===== config.mk =====
export PLATFORM = sky130hd
export DESIGN_NAME = msj_receiver
export DESIGN_NICKNAME = d
export VERILOG_FILES = /design/src/rtl/msj_receiver.sv
export SDC_FILE = /design/constraint.sdc
export NUM_CORES = 1
export LEC_CHECK = 0
export BUFFER_PORTS_ARGS = -buffer_cell sky130_fd_sc_hd__buf_2
export CORE_MARGIN = 4
export CORE_UTILIZATION = 53
export CTS_CLUSTER_SIZE = 40
export DETAILED_ROUTE_END_ITERATION = 10
export PLACE_DENSITY = 0.76
export SYNTH_ARGS = -nofsm -noshare
export SYNTH_HDL_FRONTEND = slang
export SYNTH_SLANG_ARGS = --single-unit

===== constraint.sdc =====
create_clock -name clk -period 2.25 [get_ports clk]
set_clock_uncertainty 0.05 [all_clocks]
set_input_delay 0.1125 -clock clk [delete_from_list [all_inputs] [get_ports clk]]
set_output_delay 0.1125 -clock clk [all_outputs]
set_load 0.01 [all_outputs]

===== src/rtl/msj_receiver.sv =====
// msj bus consumer: stability filter, alarm latch, binary-to-BCD conversion
// and a multiplexed three-digit 7-segment display.
module msj_receiver #(
  parameter int STABLE_CYCLES = 4,
  parameter int REFRESH_DIV   = 1000
) (
  input  logic        clk,
  input  logic        rst,
  input  logic [7:0]  msj,
  input  logic        ack,
  output logic [11:0] bcd,
  output logic        valid,
  output logic        alarm,
  output logic [3:0]  alarm_cnt,
  output logic [6:0]  seg,
  output logic [2:0]  an
);

  localparam int CW = $clog2(STABLE_CYCLES + 1);
  localparam int DW = $clog2(REFRESH_DIV + 1);

  typedef enum logic [1:0] {
    IDLE, CONV, SHOW, ALARM
  } state_t;

  state_t state, nxt;

  logic [7:0]    p;
  logic [CW-1:0] cnt;
  logic          accept;
  logic          is_ff;
  logic [19:0]   sh, sh_nxt, t;
  logic [2:0]    it;
  logic [DW-1:0] div;
  logic [1:0]    idx;
  logic [3:0]    digit;
  logic [6:0]    segv;

  assign accept = (msj == p) && (cnt == CW'(STABLE_CYCLES - 1));
  assign is_ff  = (msj == 8'hFF);

  always_ff @(posedge clk) begin
    if (rst) begin
      p   <= '0;
      cnt <= '0;
    end else begin
      p <= msj;
      if (state == ALARM && ack)
        cnt <= '0;
      else if (msj != p)
        cnt <= '0;
      else if (cnt != CW'(STABLE_CYCLES))
        cnt <= cnt + 1'b1;
    end
  end

  always_ff @(posedge clk) begin
    if (rst) state <= IDLE;
    else     state <= nxt;
  end

  always_comb begin
    nxt = state;
    unique case (state)
      IDLE, SHOW: begin
        if (accept) nxt = is_ff ? ALARM : CONV;
      end
      CONV: begin
        if (accept)         nxt = is_ff ? ALARM : CONV;
        else if (it == 3'd7) nxt = SHOW;
      end
      ALARM: begin
        if (ack) nxt = IDLE;
      end
      default: nxt = IDLE;
    endcase
  end

  always_comb begin
    valid = (state == SHOW);
    alarm = (state == ALARM);
  end

  // One double-dabble step: add 3 to digits >= 5, then shift left.
  always_comb begin
    t = sh;
    if (t[11:8]  >= 4'd5) t[11:8]  = t[11:8]  + 4'd3;
    if (t[15:12] >= 4'd5) t[15:12] = t[15:12] + 4'd3;
    if (t[19:16] >= 4'd5) t[19:16] = t[19:16] + 4'd3;
    sh_nxt = {t[18:0], 1'b0};
  end

  always_ff @(posedge clk) begin
    if (rst) begin
      sh  <= '0;
      it  <= '0;
      bcd <= '0;
    end else if (state != ALARM && accept && !is_ff) begin
      sh <= {12'd0, msj};
      it <= '0;
    end else if (state == CONV) begin
      sh <= sh_nxt;
      it <= it + 3'd1;
      if (it == 3'd7) bcd <= sh_nxt[19:8];
    end
  end

  always_ff @(posedge clk) begin
    if (rst) begin
      alarm_cnt <= '0;
    end else if (nxt == ALARM && state != ALARM
                 && alarm_cnt != 4'd15) begin
      alarm_cnt <= alarm_cnt + 4'd1;
    end
  end

  function automatic logic [6:0] seg7(input logic [3:0] d);
    logic [6:0] s;
    case (d)
      4'd0:    s = 7'b1000000;
      4'd1:    s = 7'b1111001;
      4'd2:    s = 7'b0100100;
      4'd3:    s = 7'b0110000;
      4'd4:    s = 7'b0011001;
      4'd5:    s = 7'b0010010;
      4'd6:    s = 7'b0000010;
      4'd7:    s = 7'b1111000;
      4'd8:    s = 7'b0000000;
      4'd9:    s = 7'b0010000;
      default: s = 7'b1111111;
    endcase
    return s;
  endfunction

  always_comb begin
    digit = bcd[3:0];
    unique case (1'b1)
      (idx == 2'd1): digit = bcd[7:4];
      (idx == 2'd2): digit = bcd[11:8];
      default:       digit = bcd[3:0];
    endcase
  end

  always_comb begin
    segv = 7'b1111111;
    unique case (1'b1)
      (state == ALARM):                  segv = 7'b0001110;
      (state == CONV || state == SHOW): segv = seg7(digit);
      default:                           segv = 7'b1111111;
    endcase
  end

  // seg/an are registered from the same idx, so every digit lags alike.
  always_ff @(posedge clk) begin
    if (rst) begin
      div <= '0;
      idx <= '0;
      an  <= 3'b110;
      seg <= 7'b1111111;
    end else begin
      if (div == DW'(REFRESH_DIV - 1)) begin
        div <= '0;
        idx <= (idx == 2'd2) ? 2'd0 : idx + 2'd1;
      end else begin
        div <= div + 1'b1;
      end
      an  <= ~(3'b001 << idx);
      seg <= segv;
    end
  end

endmodule


# Yosys cells after proc, flatten, opt, wreduce, memory -nomap -nowiden
# Memory sizes are Yosys's and may differ from the RTL's.
# Index checks and enable logic that the tools add are counted.
[classes] add_sub_neg=8 magnitude_cmp=3 n_eq_ne=15 shifts=1 n_mux=14 bitwise=2 n_reduce_logical=15
[op_table] op="two-way mux 8 bit" count=2
[op_table] op="case mux 7 bit (2 select lines)" count=1
[op_table] op="greater-or-equal comparator 4 x 3 -> 1 bit (second input constant)" count=3
[op_table] op="two-way mux 2 bit" count=6
[op_table] op="adder 10 x 1 -> 10 bit (second input constant)" count=1
[op_table] op="== test 10 bit (second input constant)" count=1
[op_table] op="adder 4 x 2 -> 4 bit (second input constant)" count=2
[op_table] op="== test 2 bit (second input constant)" count=4
[op_table] op="== test 8 bit" count=1
[op_table] op="== test 8 bit (second input constant)" count=1
[op_table] op="two-way mux 4 bit" count=2
[op_table] op="inequality test 8 bit" count=1
[op_table] op="case mux 4 bit (2 select lines)" count=1
[op_table] op="adder 3 x 1 -> 3 bit (second input constant)" count=2
[op_table] op="logical AND 1 bit" count=6
[op_table] op="case mux 2 bit (3 select lines)" count=1
[op_table] op="OR reduction 2 bit" count=3
[op_table] op="adder 4 x 1 -> 4 bit (second input constant)" count=1
[op_table] op="== test 2 x 1 -> 1 bit (second input constant)" count=2
[op_table] op="inequality test 4 bit (second input constant)" count=1
[op_table] op="adder 3 x 2 -> 3 bit (second input constant)" count=1
[op_table] op="== test 3 x 2 -> 1 bit (second input constant)" count=1
[op_table] op="== test 3 bit (second input constant)" count=1
[op_table] op="two-way mux 3 bit" count=1
[op_table] op="other kinds (12)" count=12
[totals] ff_bits=74 mem_bits_ro=112 input_bits=11 output_inout_bits=28 elab_cells=71 mem_count=1
[mem_list] memory="(name not given)" depth=16 width=7 read_ports=1 rd_clocked_by_memory_dff=0 wr=0 line="119" rtl="case (d)"

# Longest topological paths before layout
# Gate-level depths: netlist of the first run.
[logic_depth] word_depth=7 ltp_mapped=10 mapped_depth_nobuf=9

# Worst setup path after synthesis of the first run
# OpenSTA, ideal clock, no wires.
[synth_path] kind="register to register" startpoint="reg state[0]" endpoint="reg alarm_cnt[2]" setup_time_ns=0.123 t_arrival_ns=2.039 t_required_ns=2.077 setup_slack_ns=0.038 path_stages_with_launch=8 n_path_buf=1 period_less_slack_ns=2.212 cell_sequence="dfxtp_1 -> ha_1 -> buf_2 -> o21ai_2 -> nand2_1 -> or4b_2 -> mux2i_1 -> mux2_1"
[synth_between] elab_cells_between_ends=14 classes_between="eq/ne: 5; mux: 5; reduce/logical: 4"
[synth_rtl] item="from (decl)" line="26" rtl="state_t state, nxt;"
[synth_rtl] item="from (signal assigned)" line="59" rtl="else state <= nxt;"
[synth_rtl] item="== test 2 bit"
[synth_rtl] item="via alarm" line="13" rtl="output logic alarm,"
[synth_rtl] item="case mux 2 bit (3 select lines)" line="64" rtl="unique case (state)"
[synth_rtl] item="== test 2 bit" line="111" rtl="end else if (nxt == ALARM && state != ALARM"
[synth_rtl] item="logical AND 1 bit" line="111"
[synth_rtl] item="logical AND 1 bit" line="112" rtl="&& alarm_cnt != 4'd15) begin"
[synth_rtl] item="to (signal assigned)" line="113" rtl="alarm_cnt <= alarm_cnt + 4'd1;"
[synth_rtl] item="to (decl)" line="14" rtl="output logic [3:0] alarm_cnt,"
# The timed path passes the listed nets, and every way through them passes these cells.
# A chain may end at the register's enable or synchronous reset.

# Worst setup path in the final report of the first run
[layout_path] startpoint="reg idx[1]" endpoint="reg seg[5]"
[layout_between] elab_chain_len=4 elab_cells_between_ends=5 classes_between="eq/ne: 2; mux: 2; memory: 1"
[layout_rtl] item="from (decl)" line="35" rtl="logic [1:0] idx;"
[layout_rtl] item="from (signal assigned)" line="163" rtl="idx <= (idx == 2'd2) ? 2'd0 : idx + 2'd1;"
[layout_rtl] item="== test 2 bit or == test 2 x 1 -> 1 bit (tied branches)" line="139, 138"
[layout_rtl] item="case mux 4 bit (2 select lines) *" line="137" rtl="unique case (1'b1)"
[layout_rtl] item="memory read (16 x 7 bit) *"
[layout_rtl] item="case mux 7 bit (2 select lines) *" line="146" rtl="unique case (1'b1)"
[layout_rtl] item="to (signal assigned)" line="168" rtl="seg <= segv;"
[layout_rtl] item="to (decl)" line="15" rtl="output logic [6:0] seg,"
# Mark *: on every way between the ends. The rest lies on a longest branch, timed or not.

==> flow_summary.json, run 1 <==
{
  "status": "finished, final reports clean",
  "fin_crit_sh_pct": 94.3,
  "port_buffers": 38,
  "p_leak_nw": 1.66,
  "layout_setup_ws_ps": 129,
  "drv_cap": 0,
  "synth_top_flop_cell": "dfxtp_1",
  "path_delay_family": "compound AO/OA/AOI/OAI gates",
  "path_buf_inv": 1,
  "placed_cells": 504,
  "grt_pass1_vias": 2821,
  "grt_usage_pct": 19.0,
  "cp_cell_sequence": "inv_1 > ha_2 > a22oi_2 > a21oi_2 > ha_1 > or3_1 > a31o_2",
  "layout_min_cycle_time_ps": 2120,
  "yosys_warnings": 0,
  "path_max_fanout": 5,
  "holdWs_ps": 8.21,
  "hold_violations": 0,
  "cts_htree_levels": 3,
  "die_area_um2": 8260,
  "crit_arrival_ps": 2310,
  "drive_above_1_share_pct": 20.5,
  "cp.required_ps": 2440,
  "antenna_cells": 0,
  "setup_viol": 0,
  "total_power_w": 0.00250,
  "clock.fmax_ghz": 0.471,
  "path_clk_slew_ps": 70,
  "avgSynthCellArea_um2": 9.27,
  "dp_hpwl_um": 5380,
  "via_count": 2912,
  "coreArea_um2": 6490,
  "pin_count": 39,
  "hold_class": "in -> reg",
  "gp_congestion": 0.824,
  "layout_commonest_cell": "dfxtp_1",
  "start_kind": "flop",
  "fin_nets": 479,
  "drc_errors": 0,
  "cts.path.max_buffers": 2,
  "overflow": 0,
  "critical_path_class": "reg -> reg",
  "crit_path_max_incr_delay_ps": 390,
  "cp_slowest_cell": "dfxtp_1",
  "cts_tree": "done",
  "numCtsBuffers": 9,
  "ir_worst_vdd_uv": 312,
  "ys_async_sr_fraction_pct": 0,
  "syn_nets": 429,
  "syn-cell-area_um2": 3640,
  "slew_viol_final": 0,
  "wl_per_cell_um": 14.4,
  "rows": 29,
  "layout_common_cells": "dfxtp_1, nor2_1, buf_2",
  "critPathCaptureType": "flop",
  "detail-route-antenna-nets": 0,
  "post-cts-setup-buffer-count": 0,
  "synthCells": 393,
  "cts_root_buf": "clkbuf_8",
  "syn_to_final_growth_pct": 16.8,
  "chipWidth_um": 90.9,
  "synth-seq-cells": 74,
  "die_y_um": 90.9,
  "clock_latency_ps": 340,
  "antenna_found_initial": 0,
  "synth-edff-count": 0,
  "seq_area_frac_synth_pct": 40.7,
  "relSlewSlack_pct": 67.8,
  "cellPowerDensity_nw_per_um2": 587,
  "grt_max_degree": 43,
  "clock-sinks": 74,
  "drt_iter0_drc": 76,
  "vias_per_cell": 5.55,
  "drt_first_pass_iters": 4,
  "max_slew.worst_pin.slew_ps": 483,
  "grt_pass1_wl_um": 12900,
  "fin_cells": 525,
  "start_util_pct": 56.1,
  "wl_um": 7570,
  "synth_cell_types": 44,
  "pre_cts_slack_ps": -2.84
}
==> per-layer routing <==
metal,wire length (um),global-route usage (%),up-vias,part of all wire (%)
met5,0,0,-,0
met1,3470,23.7,1379,46
met2,3700,32.4,51,49
met3,273,4.08,14,3.6
met4,129,6.78,0,1.7
li1,-,-,1468,-
==> timing repair <==
action / in CTS / in global routing
cloned: 0 / 0
resized for setup: 2 / 13
endpoints found under the hold margin: 5 / 0
endpoints found under the setup margin: 2 / 6
hold buffers: 5 / 0
pin swaps: 0 / 1
==> synth_stat cells (3+ instances only) <==
cell | count | area, um^2
a211oi_1 | 11 | 82.6
a21o_1 | 5 | 37.5
a21oi_1 | 22 | 110
a22oi_1 | 5 | 37.5
a311oi_2 | 3 | 45.0
a31oi_1 | 4 | 25.0
and3_1 | 6 | 37.5
buf_2 | 4 | 20.0
clkbuf_1 | 8 | 30.0
dfxtp_1 | 74 | 1480
ha_1 | 25 | 313
inv_1 | 19 | 71.3
mux2i_1 | 34 | 340
nand2_1 | 22 | 82.6
nand2b_1 | 3 | 18.8
nand3_1 | 10 | 50.1
nor2_1 | 57 | 214
nor2b_1 | 14 | 87.6
nor3_1 | 3 | 15.0
o21ai_0 | 12 | 60.1
xnor2_1 | 11 | 96.3
xor2_1 | 9 | 78.8
==> per-stage QoR <==
stage | utilization (%) | instance area [um^2] | TNS (ps)
4_1_cts | 64.8 | 4210 | 0
3_5_place_dp | 60.7 | 3940 | -2.84
3_3_place_gp | 60.7 | 3940 | 0
6_report | 65.5 | 4260 | 0
2_1_floorplan | - | 3640 | 0
5_1_grt | 65.5 | 4260 | -9.12
==> power by group <==
| group | leakage, nW | internal, W | switching [W] |
|---|---|---|---|
| logic | 0.951 | 0.0000357 | 0.0000554 |
| clock network | 0.112 | 0.000601 | 0.000479 |
| registers | 0.600 | 0.00132 | 0.00000713 |
==> cell families after synthesis <==
family	Yosys count	share of synthesized area, %
AOI/OAI and AO/OA	70	13.1
xor gates and xnor gates	20	4.81
adders and majority gates	25	8.59
buffers and inverters	35	4.05
DFF	74	40.7
muxes	38	10.7
and+or+nand+nor	131	18.1
==> worst paths after layout <==
kind	from	endpoint	slack (ps)	cells after the start
setup reg to reg	idx[1]$_SDFFE_PP0P_	seg[5]$_SDFF_PP1_	130	7
hold / removal	msj[7]	p[7]$_SDFF_PP0_	8	2
setup / recovery	idx[1]$_SDFFE_PP0P_	seg[5]$_SDFF_PP1_	130	7
hold reg to reg	div[0]$_SDFF_PP0_	div[0]$_SDFF_PP0_	400	1
==> final cells by class <==
| type | count | area [um^2] |
|---|---|---|
| Clock buffer | 12 | 165 |
| Clock inverter | 4 | 48.8 |
| Fill cell | 518 | 2240 |
| Inverter | 19 | 71.3 |
| Multi-Input combinational cell | 284 | 2060 |
| Sequential cell | 74 | 1490 |
| Tap cell | 77 | 96.3 |
| Timing Repair Buffer | 55 | 330 |
==> registers in the layout, summed over array words and instances, names as in the netlist <==
signal,count
cnt,3
p,8
state,2
sh,20
it,3
div,10
alarm_cnt,4
an,3
seg,7
idx,2
bcd,12
==> worst reg2reg max path: cells and delay by family (launching register included) <==
kind                       cells  cell delay [ps]
buffers and inverters          1              130
AOI/OAI and AO/OA              3              610
adders and majority gates      2              460
DFF                            1              390
and+or+nand+nor                1              370
Power figures use the tool's default switching activity.
==> run 2: changes to the inputs <==
HOLD_SLACK_MARGIN = 0.12   (was not set)
==> run 2 against run 1 <==
  * Global-route usage is 0.26 points higher
  * Register-to-register slack hardly changed
  * Sequential power hardly changed
  * Utilization is 0.77 points higher
  * Combinational power is 8.3% higher
  * Sequential share of layout area is 0.41 points lower
  * Setup slack worse by 20 ps
  * Largest power group unchanged
==> flow_summary.json, run 2 (synthesis results as in run 1) <==
{
  "drive_above_1_share_pct": 20.3,
  "max_slew.worst_pin.slew_ps": 495,
  "crit_arrival_ps": 2330,
  "critical_path.endpoint": "alarm_cnt[0]$_SDFFE_PP0P_",
  "dp_hpwl_um": 5380,
  "grt_max_degree": 43,
  "die_area_um2": 8260,
  "drt_first_pass_iters": 4,
  "crit_path_max_incr_delay_ps": 540,
  "placed_cells": 504,
  "pre_cts_slack_ps": -2.84,
  "cts_htree_levels": 3,
  "grt_pass1_vias": 2821,
  "cp.required_ps": 2440,
  "clock-sinks": 74,
  "port_buffers": 38,
  "cts_root_buf": "clkbuf_8",
  "via_count": 2889,
  "vias_per_cell": 5.45,
  "path_max_fanout": 4,
  "status": "finished, final reports clean",
  "cp_slowest_cell": "dlygate4sd3_1",
  "critPathCaptureType": "flop",
  "drt_iter0_drc": 86,
  "pin_count": 39,
  "cts.path.max_buffers": 2,
  "cp_cell_sequence": "dlygate4sd3_1 > buf_2 > xor2_1 > nor4_4 > and3_1 > mux2i_1 > mux2_4",
  "clock_latency_ps": 340,
  "detail-route-antenna-nets": 0,
  "fin_nets": 484,
  "wl_um": 7670,
  "path_buf_inv": 2,
  "grt_pass1_wl_um": 13000,
  "clock.fmax_ghz": 0.467,
  "layout_min_cycle_time_ps": 2140,
  "r2r_start": "idx[1]$_SDFFE_PP0P_",
  "ir_worst_vdd_uv": 313,
  "worstReg2RegEnd": "seg[5]$_SDFF_PP1_",
  "rows": 29,
  "cts_tree": "done",
  "rr_worst_depth": 7,
  "cellPowerDensity_nw_per_um2": 582,
  "fin_cells": 530,
  "cp-startpoint": "msj[7]",
  "largest_register_ff_count": 20,
  "r2r_slack_ps": 130,
  "final_util_pct": 66.3,
  "overflow": 0,
  "hold_class": "reg -> reg",
  "setup_viol": 0,
  "path_clk_slew_ps": 80,
  "layout_setup_ws_ps": 109,
  "coreArea_um2": 6490,
  "path_delay_family": "multiplexers",
  "syn_to_final_growth_pct": 18.2,
  "antenna_cells": 0,
  "biggestRegsByFlops": "sh x20, bcd x12, div x10",
  "antenna_found_initial": 0,
  "chipWidth_um": 90.9,
  "grt_usage_pct": 19.2,
  "relSlewSlack_pct": 67.0,
  "numCtsBuffers": 9,
  "layout_commonest_cell": "dfxtp_1",
  "slew_viol_final": 0,
  "hp-start": "div[0]$_SDFF_PP0_",
  "regMostFlops": "sh",
  "path_depth": 7,
  "critical_path_class": "in -> reg",
  "wl_per_cell_um": 14.5,
  "placed_area_um2": 3940,
  "drc_errors": 0,
  "stdcell_area_um2": 4310,
  "die_y_um": 90.9,
  "start_kind": "primary input",
  "start_util_pct": 56.1,
  "post-cts-setup-buffer-count": 0,
  "hold_violations": 0,
  "fill_cells": 498,
  "p_leak_nw": 1.68,
  "gp_congestion": 0.824,
  "layout_common_cells": "dfxtp_1, nor2_1, buf_2",
  "drv_cap": 0,
  "fin_crit_sh_pct": 95.2
}
[run 2: area by class of cell]
| class | instances | area, um^2 | area share [%] |
|---|---|---|---|
| clock buffer | 12 | 165 | 3.84 |
| clock inverter | 4 | 48.8 | 1.13 |
| inverter | 19 | 71.3 | 1.66 |
| multi-input combinational | 284 | 2060 | 47.8 |
| sequential | 74 | 1490 | 34.5 |
| tap | 77 | 96.3 | 2.24 |
| timing repair buffer | 60 | 380 | 8.83 |
[run 2: how the worst min path moves through the flow]
stage / endpoint / depth (start not counted) / slack, ps
after floorplan: p[0]$_SDFF_PP0_ / 1 / 190
after global placement: p[4]$_SDFF_PP0_ / 2 / 330
after detailed placement: p[1]$_SDFF_PP0_ / 2 / 340
after CTS: div[0]$_SDFF_PP0_ / 1 / 400
after global routing: div[0]$_SDFF_PP0_ / 1 / 430
final: div[0]$_SDFF_PP0_ / 1 / 390
[run 2: power by group]
part,total (W),switching (W),internal (W)
combinational,0.0000987,0.0000574,0.0000414
clock,0.00108,0.000477,0.000601
sequential,0.00133,0.00000735,0.00132
[run 2: metal layers]
layer | vias up | share of wire (%) | routed length [um] | global-route usage [%]
met5 | - | 0 | 0 | 0
met4 | 0 | 1.1 | 82 | 6.03
met3 | 8 | 3.4 | 264 | 4.08
met2 | 35 | 50 | 3810 | 33.0
met1 | 1372 | 46 | 3520 | 24.2
li1 | 1474 | - | - | -
[run 2: timing repair]
item                                    CTS  global route
endpoints found under the hold margin    22             0
resized for setup                         2            13
endpoints found under the setup margin    2             6
pin swaps                                 0             1
hold buffers                             10             0
[run 2: through the flow]
stage / hold slack (ps) / total power (W) / setup TNS [ps]
after floorplan: 191 / 0.00141 / 0
after global placement: 332 / 0.00144 / 0
after detailed placement: 340 / 0.00144 / -2.84
after CTS: 397 / 0.00252 / 0
after global routing: 429 / 0.00259 / -9.13
final: 395 / 0.00250 / 0
==> run 3: changes to the inputs <==
CORE_ASPECT_RATIO = 0.5   (was not set)
MAX_ROUTING_LAYER = met4   (was not set)
SKIP_CTS_REPAIR_TIMING = 1   (was not set)
==> run 3 against run 2 <==
  * Via count fell by 2.0%
  * Sequential power barely moved
  * Sequential share of layout area fell by 0.64 points
  * Combinational power fell by 0.9%
  * Wire length fell by 1.8%
  * Largest cell class unchanged
  * Critical endpoint unchanged
  * Register-to-register slack got worse by 40 ps
  * Utilization fell by 0.73 points
  * Clock power rose by 14%
  * Largest power group unchanged
  * Setup slack got worse by 64 ps
==> flow_summary.json, run 3 (synthesis results as in run 1) <==
{
  "wl_per_cell_um": 13.8,
  "highest_layer": "met4",
  "path_max_fanout": 4,
  "cp_slowest_cell": "dlygate4sd3_1",
  "die_area_um2": 8340,
  "p_leak_nw": 1.71,
  "grt_pass1_wl_um": 12200,
  "layout_setup_ws_ps": 44.4,
  "placed_cells": 522,
  "clock.fmax_ghz": 0.453,
  "rr_worst_depth": 6,
  "fin_cells": 546,
  "cp.required_ps": 2410,
  "critPathCaptureType": "flop",
  "grt_usage_pct": 18.6,
  "grt_max_degree": 43,
  "chipWidth_um": 125,
  "detail-route-antenna-nets": 0,
  "dp_hpwl_um": 5070,
  "grt_pass1_vias": 2638,
  "path_depth": 7,
  "wl_um": 7540,
  "pre_cts_slack_ps": 25.4,
  "relSlewSlack_pct": 68.6,
  "met3_length_um": 250,
  "fill_cells": 544,
  "drv_cap": 0,
  "worstReg2RegEnd": "alarm_cnt[2]$_SDFFE_PP0P_",
  "cellPowerDensity_nw_per_um2": 607,
  "pwr-share-comb_pct": 3.7,
  "stdcell_area_um2": 4380,
  "path_clk_slew_ps": 50,
  "layout_commonest_cell": "dfxtp_1",
  "drt_first_pass_iters": 4,
  "intPower_w": 0.00210,
  "met1_length_um": 3680,
  "hold_violations": 0,
  "clock_latency_ps": 330,
  "cp_cell_sequence": "dlygate4sd3_1 > buf_2 > xor2_1 > nor4_4 > and3_1 > mux2i_1 > mux2_4",
  "status": "finished, final reports clean",
  "cp-startpoint": "msj[7]",
  "crit_arrival_ps": 2370,
  "biggestRegsByFlops": "sh x20, bcd x12, div x10",
  "fin_crit_sh_pct": 98.0,
  "overflow": 0,
  "antenna_cells": 0,
  "layout_min_cycle_time_ps": 2210,
  "critical_path_class": "in -> reg",
  "start_util_pct": 54.6,
  "port_buffers": 38,
  "setup_viol": 0,
  "swShare_pct": 21.1,
  "die_y_um": 66.6,
  "vias_per_cell": 5.18,
  "placed_area_um2": 3980,
  "regMostFlops": "sh",
  "pin_count": 39,
  "r2r_slack_ps": 90,
  "max_slew.worst_pin.slew_ps": 471,
  "crit_path_max_incr_delay_ps": 560,
  "p_seq_share_pct": 50.1,
  "r2r_start": "state[0]$_SDFF_PP0_",
  "critical_path.endpoint": "alarm_cnt[0]$_SDFFE_PP0P_",
  "drive_above_1_share_pct": 19.8,
  "start_kind": "primary input",
  "cts_tree": "done",
  "syn_to_final_growth_pct": 20.1,
  "path_delay_family": "buffers and inverters",
  "hold_class": "in -> reg",
  "path_buf_inv": 2,
  "via_count": 2830,
  "dr_wl_met2_um": 3520,
  "ir_worst_vdd_uv": 384,
  "layout_common_cells": "dfxtp_1, nor2_1, buf_2",
  "gp_congestion": 0.788,
  "largest_register_ff_count": 20,
  "slew_viol_final": 0,
  "rows": 21,
  "drc_errors": 0,
  "cts_root_buf": "clkbuf_16",
  "coreArea_um2": 6670,
  "drt_iter0_drc": 204,
  "clock-sinks": 74,
  "share_clk_of_total_power_pct": 46.2,
  "fin_nets": 486,
  "cts_htree_levels": 3,
  "numCtsBuffers": 9,
  "final_util_pct": 65.6,
  "cts.path.max_buffers": 2,
  "p_sw_w": 0.000561,
  "antenna_found_initial": 0
}
## run 3: cell count changes in the layout (fill, tap and decap cells not counted), moves of 2 or more
cell,change
buf_4,+3
clkbuf_1,+2
clkbuf_8,-12
a21oi_1,-2
clkinv_2,+2
clkbuf_16,+9
a21oi_2,+2
ha_2,-2
## run 3: area by class of cell
cell class | count | area [um^2] | share of cell area [%]
sequential | 74 | 1480 | 33.9
clock inverter | 4 | 20.0 | 0.458
timing repair buffer | 62 | 393 | 8.98
clock buffer | 11 | 233 | 5.32
multi-input combinational | 284 | 2060 | 47.1
inverter | 19 | 71.3 | 1.63
tap | 92 | 115 | 2.63
## run 3: worst register-to-register path, cell delays in order (launching register included)
cell and delay [ps]:
dfxtp_1 360, ha_2 240, o21ai_2 130, nand2_1 80, or4b_2 660, mux2i_1 190, mux2_1 340
## run 3: power groups by stage
| stage | clock network, W | logic, W | registers [W] |
|---|---|---|---|
| 3_3_place_gp | 0 | 0.0000837 | 0.00136 |
| 3_5_place_dp | 0 | 0.0000848 | 0.00136 |
| 5_1_grt | 0.00130 | 0.000108 | 0.00133 |
| 2_1_floorplan | 0 | 0.0000542 | 0.00136 |
| 6_report | 0.00123 | 0.0000978 | 0.00133 |
| 4_1_cts | 0.00126 | 0.0000853 | 0.00133 |
## run 3: per-stage QoR
| stage | hold slack, ps | TNS (ps) | total power, W |
|---|---|---|---|
| 5_1_grt | 179 | -30.1 | 0.00274 |
| 3_3_place_gp | 333 | 0 | 0.00144 |
| 3_5_place_dp | 343 | 0 | 0.00144 |
| 2_1_floorplan | 191 | 0 | 0.00141 |
| 6_report | 153 | 0 | 0.00266 |
| 4_1_cts | -1.40 | 0 | 0.00268 |
## run 3: worst min path at each step
stage	start	end	slack [ps]	cells after the start
final	rst	an[1]$_SDFF_PP1_	150	3
after floorplan	msj[0]	p[0]$_SDFF_PP0_	190	1
after CTS	msj[0]	p[0]$_SDFF_PP0_	-1	2
after global placement	msj[4]	p[4]$_SDFF_PP0_	330	2
after global routing	rst	an[2]$_SDFF_PP1_	180	3
after detailed placement	msj[4]	p[4]$_SDFF_PP0_	340	2
## run 3: layer usage
metal  vias up  track usage [%]
met1      1301             23.2
met5         -                -
li1       1476                -
met4         0             6.22
met3         8             5.76
met2        45             29.1
